File: src/rtl/fb_write_scheduler.sv
// Write-port scheduler for the NES frame buffer: arbitrates a full-frame fill sweep,
// the PPU pixel stream and a host valid/ready requester onto one registered write port.
module fb_write_scheduler #(
  parameter int RESET_FILL_COLOR = 13,
  parameter int FB_WORDS         = 61440
) (
  input  logic        clk,
  input  logic        resetn,
  input  logic [8:0]  nes_scanline,
  input  logic [8:0]  nes_cycle,
  input  logic [5:0]  nes_color,
  input  logic        fill_start,
  input  logic [5:0]  fill_color,
  output logic        fill_busy,
  input  logic        host_valid,
  output logic        host_ready,
  input  logic [15:0] host_addr,
  input  logic [5:0]  host_data,
  output logic        host_err,
  output logic [15:0] nes_drop,
  output logic        mem_we,
  output logic [15:0] mem_addr,
  output logic [5:0]  mem_wdata
);

  localparam logic [15:0] LAST_ADDR = 16'(FB_WORDS - 1);
  localparam logic [16:0] DEPTH     = 17'(FB_WORDS);
  localparam logic [5:0]  RST_COLOR = 6'(RESET_FILL_COLOR);

  typedef enum logic [0:0] {
    ST_FILL = 1'b0,
    ST_RUN  = 1'b1
  } state_t;

  state_t      state_r;
  logic [8:0]  prev_sl_r;
  logic [8:0]  prev_cy_r;
  logic [15:0] fill_cnt_r;
  logic [5:0]  fill_color_r;
  logic [15:0] nes_drop_r;
  logic        fill_busy_r;
  logic        host_err_r;
  logic        mem_we_r;
  logic [15:0] mem_addr_r;
  logic [5:0]  mem_wdata_r;

  logic        pos_changed_s;
  logic        pos_visible_s;
  logic        nes_event_s;
  logic [15:0] nes_addr_s;
  logic        host_xfer_s;
  logic        host_in_range_s;

  // A pixel event is a fresh, on-screen PPU position; a held position is seen once.
  assign pos_changed_s   = (nes_scanline != prev_sl_r) || (nes_cycle != prev_cy_r);
  assign pos_visible_s   = (nes_scanline < 9'd240) && (nes_cycle[8] == 1'b0);
  assign nes_event_s     = pos_changed_s && pos_visible_s;
  assign nes_addr_s      = {nes_scanline[7:0], nes_cycle[7:0]};
  assign host_ready      = (state_r == ST_RUN) && !nes_event_s;
  assign host_xfer_s     = host_valid && host_ready;
  assign host_in_range_s = ({1'b0, host_addr} < DEPTH);

  assign fill_busy = fill_busy_r;
  assign host_err  = host_err_r;
  assign nes_drop  = nes_drop_r;
  assign mem_we    = mem_we_r;
  assign mem_addr  = mem_addr_r;
  assign mem_wdata = mem_wdata_r;

  // Scheduler state, fill sweep, drop counter and the registered write port.
  always_ff @(posedge clk) begin
    if (!resetn) begin
      state_r      <= ST_FILL;
      prev_sl_r    <= 9'h1FF;
      prev_cy_r    <= 9'h1FF;
      fill_cnt_r   <= 16'd0;
      fill_color_r <= RST_COLOR;
      nes_drop_r   <= 16'd0;
      fill_busy_r  <= 1'b1;
      host_err_r   <= 1'b0;
      mem_we_r     <= 1'b0;
      mem_addr_r   <= 16'd0;
      mem_wdata_r  <= 6'd0;
    end else begin
      prev_sl_r  <= nes_scanline;
      prev_cy_r  <= nes_cycle;
      mem_we_r   <= 1'b0;
      host_err_r <= 1'b0;
      case (state_r)
        ST_FILL: begin
          mem_we_r    <= 1'b1;
          mem_addr_r  <= fill_cnt_r;
          mem_wdata_r <= fill_color_r;
          if (nes_event_s && (nes_drop_r != 16'hFFFF)) begin
            nes_drop_r <= nes_drop_r + 16'd1;
          end
          if (fill_cnt_r == LAST_ADDR) begin
            state_r     <= ST_RUN;
            fill_busy_r <= 1'b0;
            fill_cnt_r  <= 16'd0;
          end else begin
            fill_cnt_r <= fill_cnt_r + 16'd1;
          end
        end
        ST_RUN: begin
          if (nes_event_s) begin
            mem_we_r    <= 1'b1;
            mem_addr_r  <= nes_addr_s;
            mem_wdata_r <= nes_color;
          end else if (host_xfer_s) begin
            if (host_in_range_s) begin
              mem_we_r    <= 1'b1;
              mem_addr_r  <= host_addr;
              mem_wdata_r <= host_data;
            end else begin
              host_err_r <= 1'b1;
            end
          end
          // The write chosen above still goes out; the sweep starts next cycle.
          if (fill_start) begin
            state_r      <= ST_FILL;
            fill_busy_r  <= 1'b1;
            fill_cnt_r   <= 16'd0;
            fill_color_r <= fill_color;
          end
        end
        default: begin
          state_r     <= ST_FILL;
          fill_busy_r <= 1'b1;
          fill_cnt_r  <= 16'd0;
        end
      endcase
    end
  end

endmodule

File: config.mk
export PLATFORM = sky130hd
export DESIGN_NAME = fb_write_scheduler
export DESIGN_NICKNAME = d
export VERILOG_FILES = /design/src/rtl/fb_write_scheduler.sv
export SDC_FILE = /design/constraint.sdc
export NUM_CORES = 1
export LEC_CHECK = 0
export BUFFER_PORTS_ARGS = -buffer_cell sky130_fd_sc_hd__buf_2
export CORE_AREA = 2 2 102 104
export DETAILED_ROUTE_END_ITERATION = 7
export DIE_AREA = 0 0 104 106
export GPL_ROUTABILITY_DRIVEN = 0
export MAX_ROUTING_LAYER = met4
export PLACE_DENSITY = 0.6
export SYNTH_ARGS = -nofsm -noshare
export SYNTH_HDL_FRONTEND = slang
export SYNTH_SLANG_ARGS = --single-unit
File: constraint.sdc
create_clock -name clk -period 2.1 [get_ports clk]
set_clock_uncertainty 0.1 [all_clocks]
set_input_delay 0.42 -clock clk [delete_from_list [all_inputs] [get_ports clk]]
set_output_delay 0.42 -clock clk [all_outputs]
set_load 0.005 [all_outputs]
# Yosys cells after proc, flatten, opt, wreduce, memory -nomap -nowiden
# Cells that the tools add are included.
# totals
in_bits	56
out_inout_bits	42
ff_bits	82
# op_classes
reduce_logical	12
n_addsub	2
n_bitwise	4
n_eq_ne	8
magnitude_cmp	2
n_mux	22
# ops
op	count
2-to-1 mux 16 bit	5
one-hot mux 16 bit (2 select lines)	2
adder 16 x 1 -> 16 bit, second input constant	2
2-to-1 mux 6 bit	3
inequality test 9 bit	2
== test 16 bit, second input constant	1
less-than comparator 16 bit, second input constant	1
inequality test 16 bit, second input constant	1
one-hot mux 6 bit (2 select lines)	1
less-than comparator 9 x 8 -> 1 bit, second input constant	1
2-to-1 mux 1 bit	8
AND reduction 2 bit	4
inequality test 3 x 1 -> 1 bit, second input constant	2
one-hot mux 1 bit (2 select lines)	3
logical AND 1 bit	5
inequality test 2 bit, second input constant	2
inverter 1 bit	4
OR reduction 4 bit	1
zero test 1 bit	1
logical OR 1 bit	1

# Logic depth before layout (Yosys ltp)
# Gate-level depths: netlist (run 1).
# depth
depth_word	9
depth_mapped	8

# Least setup slack after synthesis (run 1)
# Ideal clock, no wire load.
# synth_path
kind	in2out
start	input nes_scanline[7]
end	output host_ready
arrival_time_ns	1.589
slack_ns	-0.009
required_ns	1.580
stages	7
path_cell_list	xor2_1 nor4_1 nand3_1 o21a_1 buf_6 buf_8 nor2_1
# synth_between
elab_chain_cells	5
elab_cells_between_ends	7
classes_between	1 x order compare; 1 x eq/ne; 5 x reduce/logical
# synth_rtl
element	line_no	text
from (decl)	9	input logic [8:0] nes_scanline,
less-than comparator 9 x 8 -> 1 bit / inequality test 9 bit (equally long branches)	56, 55	
logical AND 1 bit / logical OR 1 bit (equally long branches)	56, 55	
logical AND 1 bit *	57	assign nes_event_s = pos_changed_s && pos_visible_s;
zero test 1 bit *	59	assign host_ready = (state_r == ST_RUN) && !nes_event_s;
logical AND 1 bit *	59	
to (decl)	16	output logic host_ready,
# Every way passes the cells marked *; elsewhere a longest branch is shown, timed or not.

# Worst setup path in the final report (run 1)
# layout_path
start	register prev_sl_r[3]
end	output host_ready
# layout_between
elab_chain_cells	5
# layout_rtl
element	line_no	text
from (decl)	36	logic [8:0] prev_sl_r;
from (signal assigned)	85	prev_sl_r <= nes_scanline;
inequality test 9 bit	55	assign pos_changed_s = (nes_scanline != prev_sl_r) || (nes_cycle != prev_cy_r);
logical OR 1 bit	55	
logical AND 1 bit	57	
zero test 1 bit	59	
logical AND 1 bit	59	
# Every way passes these cells.

==> summary.txt, run 1 <==
Floorplan
  – Cell Rows: 37
  – Core area: approximately 10000 um^2
  – Die Ht: 106 um
  – Initial Utilization: 38.68%
  – Die width: 104 um
  – # IOs: between 90 and 100
  – Die area: 11020 um^2

Global routing
  – Global-route wire length before repair: roughly 17 mm
  – Vias in the first global route: 3586
  – Initial antenna violation count: 0
  – Remaining Overflow, GRT: 0
  – GRT Resource Usage Total: 20.04%
  – Largest net degree at the start of global routing: 38

Clocking
  – CTS Buf Count: 9
  – CTS sink cnt: between 80 and 90
  – Clk slew on worst S/H paths: 0.09 ns
  – Htree depth: 3
  – CTS tree: built
  – Root Driver: clkbuf_8
  – Deepest clock path buffer count: 2
  – Clk_lat worst skew: ~0.36 ns

Synth
  – Post-Synthesis Cell Area: 3867 um^2
  – Synth warn: 0
  – Async SR Flop Fraction: 0%
  – Most used DFF post-synth: dfxtp_1
  – Yosys top cell by area: dfxtp_1
  – Synthesized flop and latch total: 82
  – Cell count after synthesis: 435
  – Post-Syn Nets: 493
  – Register area share after synthesis: 42.45%
  – Yosys top cell area share: 42.45%
  – Post-synthesis cell type count: 50
  – Post-synth EDFFs: 0
  – Top post-synthesis cells by area: dfxtp_1, mux2i_1, nand2_1, o221ai_1, nand3_1
  – Syn_area_per_cell: 8.891 um^2

Power
  – PD cells: 654.3 nW/um^2
  – Pleak: roughly 0.0023 uW
  – Power Total: roughly 3500 uW
  – VDD IR-drop max: 0.3413 mV

Setup path
  – Setup Crit Path Kind: flop to output pin
  – Worst-path fanout max: 2
  – Worst Reg-to-Reg Cells: 9
  – R2r setup slk: -0.15 ns
  – Crit path capture type: output pin
  – Crit path to: host_ready
  – CP startpoint: prev_sl_r[3]$_SDFF_PN1_
  – Reg2reg end: mem_addr[1]$_SDFFE_PN0P_
  – Crit path DAT: 1.85 ns
  – Crit path required time: roughly 1.6 ns
  – R2R Path Start: prev_sl_r[3]$_SDFF_PN1_
  – CP Launch Type: flop

Placement
  – Placement Cell Area: 4791 um^2
  – Port bufs: 97
  – HPWL Detailed: about 8.0 mm
  – Placed insts: approximately 690

STA
  – Final slew viol count: 0
  – RSZ-0062 raised after global routing: true
  – Final setup violation count: 37
  – Worst Tran Pin Value: between 0.4 and 0.5 ns
  – Rel. slew slack: between 70% and 80%
  – Final min period: between 2 and 2.5 ns
  – Hold Violations, Final: 0
  – FMAX: 422.7 MHz
  – Worst hold slack: about 0.17 ns
  – Final worst slack: -0.2659 ns
  – Final worst-path cycle share: 112.7%

Status
  – Failing checks: negative setup slack
  – Status: finished, violations left

Route
  – Met2 wire len: approximately 5.3 mm
  – Met1 wire length: 5.241 mm
  – DR pass1 iterations: 5
  – Vias: between 3000 and 4000
  – Routed Antenna Nets: 0
  – WL/cell: 15.36 um
  – Metal3 WL: between 300 and 400 um
  – Number of vias per cell: between 5 and 6
  – DR top layer: met4
  – DRC errors left: 0
  – DR iter-0 viols: 225
  – WL final: between 10 and 15 mm

Cells and area
  – Final core utilization: 54.23%
  – Fin nets: 634
  – Fill cell count: between 900 and 1000
  – Layout Cells excl Fill: just over 700
  – ANT cells: 0
  – Multi-input gate area: ~2200 um^2
  – Layout cells sized above 1: 35.63%
  – Finished Cell Area: around 5400 um^2
  – P&R area growth vs syn: 40.21%
  – Reg area: 1643 um^2

Worst hold path
  – Worst hold path type: input pin to flop

Run
  – Max-cap violations: 0
[placed cells by master, fill, tap and decap left out, types with 5 or more instances in the layout]
master | Yosys | routed
nand3_1 | 37 | 37
o211a_1 | 7 | 7
a21oi_1 | 25 | 25
and3_1 | 10 | 10
buf_4 | 3 | 52
mux2i_4 | 0 | 9
nor3_1 | 10 | 10
o221ai_2 | 0 | 5
mux2i_1 | 25 | 16
xnor2_1 | 8 | 8
clkbuf_8 | 0 | 10
or4_1 | 8 | 8
o21a_1 | 6 | 5
xor2_1 | 13 | 12
nand2_1 | 54 | 54
buf_2 | 3 | 97
dfxtp_1 | 82 | 81
o31ai_1 | 8 | 8
nand2b_1 | 20 | 20
o221ai_1 | 22 | 17
nor2_1 | 18 | 17
nand4_1 | 7 | 7
[area by class of cell]
type | instances | share of cell area [%]
clock buffers | 10 | 2.538
clock inverters | 6 | 2.538
inverters | 5 | 0.3461
multi-input cells | 317 | 40.96
flip-flops and latches | 82 | 30.30
well taps | 136 | 3.138
repair buffers | 161 | 20.19
[metrics by stage]
step / worst slack [ns] / TNS (ns)
global placement: -0.2527 / -6.931
floorplan: 0.02435 / 0
finish: -0.2659 / -3.069
detailed placement: -0.3049 / -8.554
global route: -0.3737 / -7.456
CTS: -0.3346 / -1.105
[worst min-delay path by stage]
stage,from,endpoint,cells after the start
floorplan,fill_color_r[1]$_SDFFE_PN0P_,fill_color_r[1]$_SDFFE_PN0P_,2
global placement,fill_color_r[1]$_SDFFE_PN0P_,fill_color_r[1]$_SDFFE_PN0P_,2
detailed placement,fill_color_r[5]$_SDFFE_PN0P_,fill_color_r[5]$_SDFFE_PN0P_,2
CTS,fill_color[2],fill_color_r[2]$_SDFFE_PN1P_,3
global route,fill_color[3],fill_color_r[3]$_SDFFE_PN1P_,3
finish,fill_color[2],fill_color_r[2]$_SDFFE_PN1P_,3
[worst max-delay path: stages, from the launching register on]
cell and delay, ns:
dfxtp_2 0.33, xor2_1 0.16, nor4_2 0.33, nand3_1 0.18
o21a_2 0.27, nor2_4 0.09, buf_2 0.12
[layer usage]
metal,global-route usage [%],vias up
met5,-,-
met4,8.494,0
met3,3.004,7
met2,30.97,70
met1,26.32,1812
li1,-,1878
[synth_stat cells (8+ instances only)]
cell type / count
xnor2_1: 8
clkbuf_1: 20
nand3_1: 37
nor2_1: 18
nand2_1: 54
o221ai_1: 22
xor2_1: 13
and3_1: 10
or4_1: 8
nand2b_1: 20
nor3_1: 10
mux2i_1: 25
o31ai_1: 8
a21oi_1: 25
dfxtp_1: 82
[sequential cells by signal, indices dropped and copies added (netlist names)]
signal,flops
state_r,1
nes_drop,16
prev_cy_r,9
fill_cnt_r,16
host_err,1
mem_wdata,6
fill_color_r,6
prev_sl_r,9
mem_we,1
fill_busy,1
mem_addr,16
[cells by family after synthesis]
group           count (synthesis)  synth area share (%)
fa+ha+maj                       2                0.6469
buf+inv                        36                 4.949
flops                          82                 42.45
simple gates                  182                 24.13
compound gates                 87                 16.60
mux                            25                 6.470
xor+xnor                       21                 4.756
[what timing repair did]
action | CTS | global route
setup buffers | 1 | 5
hold buffers | 0 | 0
endpoints found under the setup margin | 25 | 31
gates cloned | 0 | 3
resized for setup | 7 | 37
pin swaps | 4 | 9
[power breakdown]
| group | switching, uW | total, uW | internal (uW) |
|---|---|---|---|
| clock | 599 | 1550 | 947 |
| combinational | 190 | 399 | 209 |
| sequential | 16.6 | 1600 | 1590 |
Note: power is estimated with default switching activity, not from simulation.
==> inputs of run 2 (changes only) <==
--- a/config.mk
+++ b/config.mk
@@ -8,8 +8,8 @@
 export BUFFER_PORTS_ARGS = -buffer_cell sky130_fd_sc_hd__buf_2
-export CORE_AREA = 2 2 102 104
+export CORE_AREA = 2 2 96 98
 export DETAILED_ROUTE_END_ITERATION = 7
-export DIE_AREA = 0 0 104 106
+export DIE_AREA = 0 0 98 100
 export GPL_ROUTABILITY_DRIVEN = 0
 export MAX_ROUTING_LAYER = met4
-export PLACE_DENSITY = 0.6
+export PLACE_DENSITY = 0.66
 export SYNTH_ARGS = -nofsm -noshare
==> constraint.sdc (replaced) <==
create_clock -name clk -period 2.1 [get_ports clk]
set_clock_uncertainty 0.1 [all_clocks]
set_input_delay 0.21 -clock clk [delete_from_list [all_inputs] [get_ports clk]]
set_output_delay 0.21 -clock clk [all_outputs]
set_load 0.005 [all_outputs]
==> run 2 against run 1 <==
Compared with the run above: the run still ends with negative setup slack left; hold slack got worse by 0.12 ns; critical path depth up 1; non-clock buffer count down 11; clock power fell by 28%; count of clock-buffer cells in the layout shrank 1; sequential cell count did not move; sequential power about the same.
==> summary.txt, run 2 (same netlist as run 1, synthesis figures left out) <==
STA
  – Hold Violations, Final: 0 (unchanged)
  – Final worst-path cycle share: 107.2% (-5.5 points)
  – FMAX: 444.2 MHz (+5.1%)
  – Final worst slack: -0.1512 ns (+0.1147 ns)
  – Worst Tran Pin Value: 0.5973 ns (+0.1533 ns)
  – Rel. slew slack: 60.14% (-10 points)
  – Setup TNS: -1.174 ns (+1.895 ns)
  – Final setup violation count: 19 (-49%)
  – RSZ-0062 raised after global routing: true
  – Final slew viol count: 0 (unchanged)
  – Worst hold slack: 0.04766 ns (-0.1220 ns)
  – Final min period: 2.251 ns (-0.1147 ns)

Cells and area
  – Layout cells sized above 1: 30.23% (-5.4 points)
  – Finished Cell Area: 5139 um^2 (-5.2%)
  – Commonest non-fill, non-tap cell in the layout: buf_2
  – Fill cell count: 765 (-17%)
  – P&R area growth vs syn: 32.87%
  – Most frequent cells in the layout: buf_2, dfxtp_1, nand2_1
  – ANT cells: 0 (unchanged)
  – Fin nets: 623 (-1.7%)

Setup path
  – Worst-path fanout max: 2 (unchanged)
  – Crit path required time: 1.79 ns (+0.21 ns)
  – Worst stage delay on the critical path: 0.35 ns (+0.02 ns)
  – Crit path capture type: output pin
  – CP max-delay cell: nor4_4
  – CP Cell Sequence: xor2_1, nor4_4, nand3_1, o21a_1, buf_12, nor2_4, buf_2
  – CP Launch Type: flop
  – Setup Crit Path Kind: flop to output pin
  – Crit path DAT: 1.94 ns (+0.09 ns)

Placement
  – HPWL Detailed: 7.560 mm (-4.9%)
  – Placement Cell Area: 4532 um^2 (-5.4%)
  – Port bufs: 97 (unchanged)

Clocking
  – CTS tree: built
  – Deepest clock path buffer count: 2 (unchanged)
  – CTS Buf Count: 9 (unchanged)
  – Htree depth: 3 (unchanged)
  – CTS sink cnt: 82 (unchanged)
  – Root Driver: clkbuf_8
  – Clk_lat worst skew: 0.36 ns (about the same)
  – Clk slew on worst S/H paths: 0.08 ns (about the same)

Floorplan
  – Cell Rows: 35 (-5.4%)
  – Die width: 98 um (-5.8%)
  – Initial Utilization: 43.50% (+4.8 points)
  – Die area: 9800 um^2 (-11%)
  – # IOs: 98 (unchanged)
  – Core area: 8890 um^2 (-11%)
  – Die Ht: 100 um (-5.7%)

Power
  – VDD IR-drop max: 0.2684 mV (-21%)
  – Pleak: 0.002179 uW (-6.3%)
  – PD cells: 601.3 nW/um^2 (-8.1%)

Global routing
  – Initial antenna violation count: 0 (unchanged)
  – Global-route wire length before repair: 17.99 mm (+3.7%)
  – Vias in the first global route: 3548 (-1.1%)
  – GRT Resource Usage Total: 23.52% (+3.5 points)
  – Largest net degree at the start of global routing: 30 (-21%)
  – Remaining Overflow, GRT: 0 (unchanged)

Status
  – Status: finished, violations left
  – Failing checks: negative setup slack

Route
  – DR iter-0 viols: 182 (-19%)
  – Number of vias per cell: 5.576 (+6.1%)
  – DRC errors left: 0 (unchanged)
  – WL/cell: 16.40 um (+6.8%)
  – DR pass1 iterations: 4 (-1)
  – WL final: 11.15 mm (+1.2%)
  – Vias: 3792 (+0.66%)
  – Routed Antenna Nets: 0 (unchanged)

Worst hold path
  – Worst hold path type: input pin to flop

Run
  – Max-cap violations: 0 (unchanged)
run 2: area by class of cell:
type | instances | area, um^2 | area share (%)
Tap cell | 111 | 138.9 | 2.703
Clock buffer | 9 | 123.9 | 2.411
Timing Repair Buffer | 150 | 985.9 | 19.19
Inverter | 5 | 18.77 | 0.3652
Sequential cell | 82 | 1647 | 32.04
Clock inverter | 6 | 58.81 | 1.144
Multi-Input combinational cell | 317 | 2166 | 42.15
run 2: critical path, delay by kind of cell, from the launching register on:
| kind | cells | cell delay [ns] |
|---|---|---|
| buffers and inverters | 2 | 0.26 |
| DFF | 1 | 0.31 |
| and+or+nand+nor | 3 | 0.58 |
| AOI/OAI and AO/OA | 1 | 0.24 |
| xor gates and xnor gates | 1 | 0.19 |
run 2: stage by stage:
step	power (uW)	util, %	worst slack [ns]	instances
CTS	3069	56.43	-0.1190	679
global route	3207	57.80	-0.2382	680
finish	3090	57.80	-0.1512	680
floorplan	1796	-	0.1898	435
global placement	1920	50.98	0.1013	637
detailed placement	1925	50.98	0.09048	637
run 2: what timing repair did:
item                       in CTS  in global routing
hold buffers                   23                  0
buffers inserted                3                  1
setup endpoints to repair       1                 45
hold endpoints to repair       23                  0
gates cloned                    1                  0
resized for setup               6                 22
pin swaps                       4                  8
run 2: path summary, 6_finish.rpt:
check,slack [ns],startpoint,end,cells past startpoint
hold / removal,0.05,nes_scanline[5],prev_sl_r[5]$_SDFF_PN1_,2
hold reg to reg,0.37,fill_color_r[5]$_SDFFE_PN0P_,fill_color_r[5]$_SDFFE_PN0P_,2
setup reg to reg,-0.11,prev_sl_r[3]$_SDFF_PN1_,mem_addr[10]$_SDFFE_PN0P_,8
setup / recovery,-0.15,prev_sl_r[3]$_SDFF_PN1_,host_ready,7
run 2: routing by layer:
metal	global-route usage, %	vias to the layer above	routed length, um
met3	4.109	13	579
li1	-	1843	-
met4	8.974	0	159
met1	32.21	1831	5116
met5	-	-	0
met2	34.93	105	5296
run 2: where the power goes:
| group | switching [uW] | internal (uW) |
|---|---|---|
| Sequential | 19.8 | 1590 |
| Combinational | 188 | 185 |
| Clock | 573 | 536 |
| Total | 781 | 2310 |
